[src/rtl/triple_bit_framer_if.sv]
// triple_bit_framer_if: serial-in handshake, frame output and counters of the 3-bit framer
interface triple_bit_framer_if #(
    parameter int CNT_W = 8
);
    logic             bit_in;
    logic             bit_valid;
    logic             bit_ready;
    logic             x;
    logic             y;
    logic             z;
    logic             out_valid;
    logic             out_ready;
    logic             abort_pulse;
    logic [CNT_W-1:0] frame_count;
    logic [CNT_W-1:0] abort_count;

    modport master (
        output bit_in, bit_valid, out_ready,
        input  bit_ready, x, y, z, out_valid, abort_pulse, frame_count, abort_count
    );

    modport slave (
        input  bit_in, bit_valid, out_ready,
        output bit_ready, x, y, z, out_valid, abort_pulse, frame_count, abort_count
    );
endinterface

[src/rtl/triple_bit_framer.sv]
// triple_bit_framer: packs a serial bit stream into held x/y/z frames with stall timeout and counters
module triple_bit_framer #(
    parameter int X_FIRST = 1,
    parameter int TIMEOUT = 16,
    parameter int CNT_W   = 8
) (
    input  logic               clk,
    input  logic               rst_n,
    triple_bit_framer_if.slave bus
);
    localparam int TW = $clog2(TIMEOUT + 1);
    localparam logic [1:0] X_IDX = (X_FIRST != 0) ? 2'd0 : 2'd2;
    localparam logic [1:0] Z_IDX = (X_FIRST != 0) ? 2'd2 : 2'd0;

    typedef enum logic {COLLECT, HOLD} state_t;

    state_t        state, state_nxt;
    logic [1:0]    idx;
    logic [TW-1:0] timer;
    logic          accept, deliver, mid, expire;

    assign bus.bit_ready = (state == COLLECT) & rst_n;
    assign bus.out_valid = (state == HOLD);

    // per-cycle events and next state; an accepted bit always beats a timeout
    always_comb begin
        accept    = bus.bit_valid & (state == COLLECT);
        deliver   = (state == HOLD) & bus.out_ready;
        mid       = (state == COLLECT) & ((idx == 2'd1) | (idx == 2'd2));
        expire    = mid & ~accept & (timer >= TW'(TIMEOUT - 1));
        state_nxt = (accept & (idx == 2'd2)) ? HOLD : deliver ? COLLECT : state;
    end

    // state register
    always_ff @(posedge clk) begin
        if (!rst_n) state <= COLLECT;
        else        state <= state_nxt;
    end

    // slot writes, bit index, idle timer, abort pulse and counters
    always_ff @(posedge clk) begin
        if (!rst_n) begin
            idx             <= 2'd0;
            timer           <= '0;
            bus.x           <= 1'b0;
            bus.y           <= 1'b0;
            bus.z           <= 1'b0;
            bus.abort_pulse <= 1'b0;
            bus.frame_count <= '0;
            bus.abort_count <= '0;
        end else begin
            bus.abort_pulse <= expire;
            if (accept) begin
                if (idx == X_IDX) bus.x <= bus.bit_in;
                if (idx == 2'd1)  bus.y <= bus.bit_in;
                if (idx == Z_IDX) bus.z <= bus.bit_in;
                idx   <= (idx >= 2'd2) ? 2'd0 : idx + 2'd1;
                timer <= '0;
            end else if (expire) begin
                idx             <= 2'd0;
                timer           <= '0;
                bus.abort_count <= (&bus.abort_count) ? bus.abort_count : bus.abort_count + CNT_W'(1);
            end else if (mid) begin
                timer <= timer + TW'(1);
            end else begin
                timer <= '0;
                if (idx == 2'd3) idx <= 2'd0;
            end
            if (deliver) bus.frame_count <= bus.frame_count + CNT_W'(1);
        end
    end
endmodule

[src/flat_wrapper.sv]
// flat-port wrapper written by rule: the top's interface ports become plain ports
module triple_bit_framer_flat 
#(
    parameter int X_FIRST = 1,
    parameter int TIMEOUT = 16,
    parameter int CNT_W   = 8
)
  (clk, rst_n, bus_bit_in, bus_bit_valid, bus_out_ready, bus_bit_ready, bus_x, bus_y, bus_z, bus_out_valid, bus_abort_pulse, bus_frame_count, bus_abort_count);
  triple_bit_framer_if #(.CNT_W(CNT_W)) bus_i ();
  input  logic clk;
  input  logic rst_n;
  input wire logic [$bits(bus_i.bit_in)-1:0] bus_bit_in;
  input wire logic [$bits(bus_i.bit_valid)-1:0] bus_bit_valid;
  input wire logic [$bits(bus_i.out_ready)-1:0] bus_out_ready;
  output wire logic [$bits(bus_i.bit_ready)-1:0] bus_bit_ready;
  output wire logic [$bits(bus_i.x)-1:0] bus_x;
  output wire logic [$bits(bus_i.y)-1:0] bus_y;
  output wire logic [$bits(bus_i.z)-1:0] bus_z;
  output wire logic [$bits(bus_i.out_valid)-1:0] bus_out_valid;
  output wire logic [$bits(bus_i.abort_pulse)-1:0] bus_abort_pulse;
  output wire logic [$bits(bus_i.frame_count)-1:0] bus_frame_count;
  output wire logic [$bits(bus_i.abort_count)-1:0] bus_abort_count;
  assign bus_i.bit_in = bus_bit_in;
  assign bus_i.bit_valid = bus_bit_valid;
  assign bus_i.out_ready = bus_out_ready;
  assign bus_bit_ready = bus_i.bit_ready;
  assign bus_x = bus_i.x;
  assign bus_y = bus_i.y;
  assign bus_z = bus_i.z;
  assign bus_out_valid = bus_i.out_valid;
  assign bus_abort_pulse = bus_i.abort_pulse;
  assign bus_frame_count = bus_i.frame_count;
  assign bus_abort_count = bus_i.abort_count;
  triple_bit_framer #(.X_FIRST(X_FIRST), .TIMEOUT(TIMEOUT), .CNT_W(CNT_W)) u_core (.clk(clk), .rst_n(rst_n), .bus(bus_i));
endmodule
[config.mk]
export PLATFORM = sky130hd
export DESIGN_NAME = triple_bit_framer_flat
export DESIGN_NICKNAME = d
export VERILOG_FILES = /design/src/rtl/triple_bit_framer_if.sv /design/src/rtl/triple_bit_framer.sv /design/src/flat_wrapper.sv
export SDC_FILE = /design/constraint.sdc
export NUM_CORES = 1
export LEC_CHECK = 0
export CORE_ASPECT_RATIO = 0.75
export CORE_MARGIN = 2
export CORE_UTILIZATION = 35
export DETAILED_ROUTE_END_ITERATION = 8
export GPL_TIMING_DRIVEN = 0
export SKIP_LAST_GASP = 1
export SLEW_MARGIN = 10
export SYNTH_ARGS = -nofsm -noshare
export SYNTH_HDL_FRONTEND = slang
export SYNTH_SLANG_ARGS = --single-unit
[constraint.sdc]
create_clock -name clk -period 3.12 [get_ports clk]
set_input_delay 0.312 -clock clk [delete_from_list [all_inputs] [get_ports clk]]
set_output_delay 0.312 -clock clk [all_outputs]
set_load 0.05 [all_outputs]
==> impl_metrics.env, run 1 <==
export IMPL_design_die_area_um2=4246
export IMPL_vdd_drop_max_mv=0.2449
export IMPL_ys_flop_type="dfxtp_1"
export IMPL_cts_resized=0
export IMPL_clock_latency_ns=0.27
export IMPL_fmax_mhz=385.7
export IMPL_synth_adder_area_share_pct=8.612
export IMPL_synthTopCellsByCount="28 x dfxtp_1, 15 x nand2_1, 15 x nor2_1, 13 x a21oi_1, 13 x nand3_1"
export IMPL_worstSetupPathType="in2out"
export IMPL_cts_sinks=28
export IMPL_grt_pass1_vias=997
export IMPL_synth_top_family_by_area="simple AND/OR/NAND/NOR gates"
export IMPL_timing_final_crit_share_pct=83.09
export IMPL_grt_max_degree=16
export IMPL_htree_num_levels=1
export IMPL_clockBufferDepth=2
export IMPL_cts_tree="yes"
export IMPL_cts_setup_buffers=0
export IMPL_grt_remaining_overflow=0
export IMPL_rsz0062_at_grt="no"
export IMPL_synthToLayoutAreaGrowth_pct=29.09
export IMPL_numPortBuffers=26
export IMPL_yosysMostFrequentCell="dfxtp_1"
export IMPL_synth_edf_count=0
export IMPL_die_w_um=74.58
export IMPL_cts_buffers=3
export IMPL_grt_pass1_wl_um=4333
export IMPL_setup_viol=0
export IMPL_syn_inst=150
export IMPL_dp_hpwl_um=2042
export IMPL_core_um2=3613
export IMPL_hold_buffers=0
export IMPL_gp_congestion=0.7631
export IMPL_ys_types=33
export IMPL_track_usage_pct=13.06
export IMPL_crit_path_end_kind="output pin"
export IMPL_slew_limit_headroom_pct=48.58
export IMPL_p_per_area_nw_per_um2=378.9
export IMPL_hold_path_class="reg2reg"
export IMPL_yosysTopAreaCellShare_pct=42.87
export IMPL_synth_compound_area_share_pct=12.44
export IMPL_worstMarginPinSlew_ns=0.7649
export IMPL_fin_tns_setup_ns=0
export IMPL_hold_violations=0
export IMPL_regArea_um2=560.5
export IMPL_pin_count=27
export IMPL_ant_nets=0
export IMPL_nFillCells=362
export IMPL_leakage_uw=0.0005552
export IMPL_synth_async_sr_flop_share_pct=0
export IMPL_cp_data_required_time_ns=2.81
export IMPL_cp_arrival_ns=2.28
export IMPL_status="finished, final reports clean"
export IMPL_ys_seq_area_share_pct=42.87
export IMPL_synth_mux_area_share_pct=1.531
export IMPL_vias_per_cell=4.901
export IMPL_avgSynthCellArea_um2=8.717
export IMPL_crit_fanout=10
export IMPL_antenna_found_initial=0
export IMPL_layout_drive_gt1_share_pct=5.000
export IMPL_initial_utilization_pct=36.18
export IMPL_drc=0
export IMPL_nets=195
export IMPL_first_pass_iters=4
export IMPL_drtIter0Drc=42
export IMPL_detail_route_wl_per_cell_um=11.60
export IMPL_cp_start_kind="primary input"
export IMPL_clk_pin_slew_ns=0.09
export IMPL_vias=1137
export IMPL_clock_root_buffer="clkbuf_8"
export IMPL_diodes=0
export IMPL_rows=19
export IMPL_netlist_top_cell_by_area="dfxtp_1"
export IMPL_skew_ns=0.0009501
export IMPL_ys_ff_latch=28
export IMPL_synth_xor_area_share_pct=4.019
export IMPL_yosys_area_share_simple_pct=25.36
export IMPL_wl_um=2691
export IMPL_maxSlewViolCount=0
export IMPL_syn_cell_area_um2=1308
export IMPL_drv_cap=0
export IMPL_die_h_um=56.93
export IMPL_synthTopCellsByArea="dfxtp_1 43%, ha_1 8.6%, a21oi_1 5.0%"
export IMPL_synth_fp_nets=164
export IMPL_final_area_um2=1688
export IMPL_multi_input_area_um2=679.4
export IMPL_yosysWarnings=0
export IMPL_min_period_ns=2.592
export IMPL_place_area_um2=1633
-- metrics by stage --
| step | hold WS [ns] | power (µW) | setup WS (ns) | utilization [%] | cells |
|---|---|---|---|---|---|
| 6_report | 0.4673 | 639.6 | 0.5276 | 46.71 | 232 |
| 5_1_grt | 0.5014 | 669.6 | 0.4332 | 46.71 | 232 |
| 4_1_cts | 0.4742 | 651.6 | 0.4972 | 46.71 | 232 |
| 3_5_place_dp | 0.4541 | 429.8 | 0.4947 | 45.19 | 228 |
| 3_3_place_gp | 0.4415 | 428.0 | 0.5530 | 45.19 | 228 |
| 2_1_floorplan | 0.4261 | 408.9 | 1.200 | - | 150 |
-- power by group --
part | total, µW | internal [µW] | switching (µW) | leakage, µW
clock | 218 | 113 | 106 | 0.0000288
combinational | 55.0 | 21.6 | 33.3 | 0.000300
sequential | 366 | 362 | 4.44 | 0.000226
-- metal layers --
layer | track usage (%) | wire length [µm]
met1 | 18.42 | 1353
met2 | 18.96 | 1169
met3 | 4.417 | 152
met4 | 3.827 | 16
met5 | 0 | 0
-- area by class of cell --
type | instances | share of cell area [%]
Tap cell | 52 | 3.855
Timing Repair Buffer | 26 | 15.42
Sequential cell | 28 | 33.21
Inverter | 10 | 2.224
Clock buffer | 4 | 3.262
Buffer | 5 | 1.779
Multi-Input combinational cell | 107 | 40.25
-- critical path: stages --
cell,delay [ns]
clkdlybuf4s50_1,0.60
inv_1,0.12
clkbuf_1,0.26
nor2_1,0.16
clkdlybuf4s50_1,0.83
-- state kept, by name, indices dropped and copies added (netlist names) --
name	count
u_core.bus.x	1
u_core.idx	2
u_core.bus.abort_count	8
u_core.bus.abort_pulse	1
u_core.bus.y	1
u_core.timer	5
u_core.bus.out_valid	1
u_core.bus.z	1
u_core.bus.frame_count	8
-- final timing paths --
path                                    from  slack, ns  depth (start not counted)                                      to
hold / removal     u_core.bus.z$_SDFFE_PN0P_       0.47                          2               u_core.bus.z$_SDFFE_PN0P_
setup reg to reg  u_core.timer[0]$_SDFF_PP0_       0.97                          7  u_core.bus.abort_count[7]$_SDFFE_PN0P_
hold reg to reg    u_core.bus.z$_SDFFE_PN0P_       0.47                          2               u_core.bus.z$_SDFFE_PN0P_
setup / recovery                       rst_n       0.53                          5                           bus_bit_ready
-- cell usage in the layout (no fill, tap or decap), types with 2 or more instances in the layout --
cell and count:
xnor2_1 4, clkbuf_8 4, nand3_1 13, o31ai_1 3, ha_1 9, clkbuf_1 3, mux2i_1 2, nor4_1 3
inv_1 10, nand2b_1 2, xor2_1 2, nor2_1 15, nor3_1 2, a21oi_1 13, dfxtp_1 28, or4_1 3
nand2_1 15, o21ai_0 3, nand4_1 2, clkdlybuf4s50_1 26, or3_1 4
-- kinds of logic (layout without fill, tap and decap cells) --
kind of cell,count (synthesis),after routing
multiplexers,2,2
XOR/XNOR,6,6
flip-flops,28,28
AND/OR/NAND/NOR,64,64
adder cells (fa/ha/maj),9,9
AO/OA/AOI/OAI,26,26
buffers and inverters,15,45
Power figures use the tool's default switching activity.
==> run 2, diff against run 1 <==
clock period = 2.41 ns   (was 3.12 ns; I/O delays follow)
==> run 2 against run 1 <==
  * Final cell count stayed put
  * Non-clock buffer count did not move
  * Power rose by 29%
  * Clock skew hardly changed
  * Clock power rose by 29%
  * Combinational power up 28%
  * Sequential power rose by 30%
  * Design area hardly changed
  * Die area stayed put
  * Via count unchanged
==> impl_metrics.env, run 2 (synthesis results as in run 1) <==
export IMPL_worstMarginPinSlew_ns=0.7649
export IMPL_ant_nets=0
export IMPL_skew_ns=0.0009480
export IMPL_cts_sinks=28
export IMPL_rsz0062_at_grt="no"
export IMPL_grt_remaining_overflow=0
export IMPL_final_cell_mix="28 x dfxtp_1, 25 x clkdlybuf4s50_1, 15 x nor2_1, 15 x nand2_1"
export IMPL_hold_violations=0
export IMPL_drc=0
export IMPL_regArea_um2=560.5
export IMPL_cp_data_required_time_ns=2.17
export IMPL_vias_per_cell=4.901
export IMPL_critPathBufInv=4
export IMPL_nets=195
export IMPL_cp_top_family="buffers and inverters"
export IMPL_path_cells="clkdlybuf4s50_1 -> inv_1 -> clkbuf_1 -> nor2_1 -> dlygate4sd2_1"
export IMPL_setup_viol=0
export IMPL_maxSlewViolCount=0
export IMPL_p_total_uw=827.0
export IMPL_design_die_area_um2=4246
export IMPL_first_pass_iters=4
export IMPL_numPortBuffers=26
export IMPL_vdd_drop_max_mv=0.3167
export IMPL_core_um2=3613
export IMPL_crit_fanout=10
export IMPL_pin_count=27
export IMPL_crit_path_end_kind="output pin"
export IMPL_fin_tns_setup_ns=0
export IMPL_cp_arrival_ns=1.93
export IMPL_leakage_uw=0.0005566
export IMPL_multi_input_area_um2=679.4
export IMPL_detail_route_wl_per_cell_um=11.60
export IMPL_initial_utilization_pct=36.18
export IMPL_p_per_area_nw_per_um2=490.3
export IMPL_clk_pin_slew_ns=0.09
export IMPL_vias=1137
export IMPL_diodes=0
export IMPL_reg_top3="u_core.bus.abort_count x8, u_core.bus.frame_count x8, u_core.timer x5"
export IMPL_worstSetupPathType="in2out"
export IMPL_cts_resized=1
export IMPL_crit_path_top_delay_cell="clkdlybuf4s50_1"
export IMPL_rows=19
export IMPL_synthToLayoutAreaGrowth_pct=29.00
export IMPL_track_usage_pct=13.06
export IMPL_min_period_ns=2.167
export IMPL_fmax_mhz=461.5
export IMPL_hold_path_class="reg2reg"
export IMPL_die_w_um=74.58
export IMPL_cts_setup_buffers=0
export IMPL_wl_um=2691
export IMPL_timing_hold_ws_ns=0.4673
export IMPL_final_common_cell="dfxtp_1"
export IMPL_cts_buffers=3
export IMPL_dp_hpwl_um=2042
export IMPL_drv_cap=0
export IMPL_clock_root_buffer="clkbuf_8"
export IMPL_status="finished, final reports clean"
export IMPL_antenna_found_initial=0
export IMPL_htree_num_levels=1
export IMPL_gp_congestion=0.7631
export IMPL_clockBufferDepth=2
export IMPL_cp_start_kind="primary input"
export IMPL_nFillCells=363
export IMPL_clock_latency_ns=0.27
export IMPL_die_h_um=56.93
export IMPL_slew_limit_headroom_pct=48.58
export IMPL_hold_buffers=0
export IMPL_drtIter0Drc=42
export IMPL_grt_pass1_wl_um=4333
export IMPL_cts_tree="yes"
export IMPL_grt_max_degree=16
export IMPL_critPathMaxStageDelay_ns=0.60
export IMPL_layout_drive_gt1_share_pct=5.000
export IMPL_grt_pass1_vias=997
export IMPL_timing_final_crit_share_pct=89.92
run 2: changes by cell type in the layout (fill, tap and decap cells not counted), sizes merged:
cell and delta:
clkdlybuf4s50 -1, dlygate4sd2 +1
run 2: per-stage QoR:
stage,std cells,utilization [%],cell area [µm²],setup WS [ns]
CTS,232,46.68,1687,0.2131
floorplan,150,-,1308,0.4897
global placement,228,45.19,1633,-0.01495
finish,232,46.68,1687,0.2430
detailed placement,228,45.19,1633,-0.07331
global route,232,46.68,1687,0.1218
run 2: report_power, final:
| part | internal (µW) | switching, µW | leakage [µW] |
|---|---|---|---|
| Sequential | 468 | 5.76 | 0.000226 |
| Clock | 146 | 136 | 0.0000288 |
| Combinational | 27.3 | 43.1 | 0.000302 |
| Total | 642 | 185 | 0.000557 |
run 2: area by class of cell:
class / count / area share [%]
Buffer: 5 / 1.780
Inverter: 10 / 2.226
Timing Repair Buffer: 26 / 15.36
Multi-Input combinational cell: 107 / 40.28
Sequential cell: 28 / 33.23
Clock buffer: 4 / 3.264
Tap cell: 52 / 3.858
run 2: path summary, 6_finish.rpt:
check                        startpoint                                     end  slack (ns)  cells past startpoint
max                               rst_n                           bus_bit_ready        0.24                      5
min           u_core.bus.z$_SDFFE_PN0P_               u_core.bus.z$_SDFFE_PN0P_        0.47                      2
max reg2reg  u_core.timer[0]$_SDFF_PP0_  u_core.bus.abort_count[7]$_SDFFE_PN0P_        0.26                      7
min reg2reg   u_core.bus.z$_SDFFE_PN0P_               u_core.bus.z$_SDFFE_PN0P_        0.47                      2
run 2: per-layer routing:
layer | vias up | wire, µm | global-route usage (%)
li1 | 585 | - | -
met1 | 521 | 1353 | 18.42
met2 | 29 | 1168 | 18.96
met3 | 2 | 152 | 4.417
met4 | 0 | 16 | 3.827
met5 | - | 0 | 0
run 2: worst register-to-register path: stages (launching register included):
cell and delay [ns]:
dfxtp_1 0.34, ha_1 0.22, and3_1 0.19, ha_1 0.20
o31ai_2 0.55, buf_4 0.28, nor4_1 0.08, a211oi_1 0.21
==> run 3, diff against run 2 <==
ABC_AREA = 0   (was unset)
==> results of run 3 <==
Final layout, timing and power as in run 2 (identical DEF).
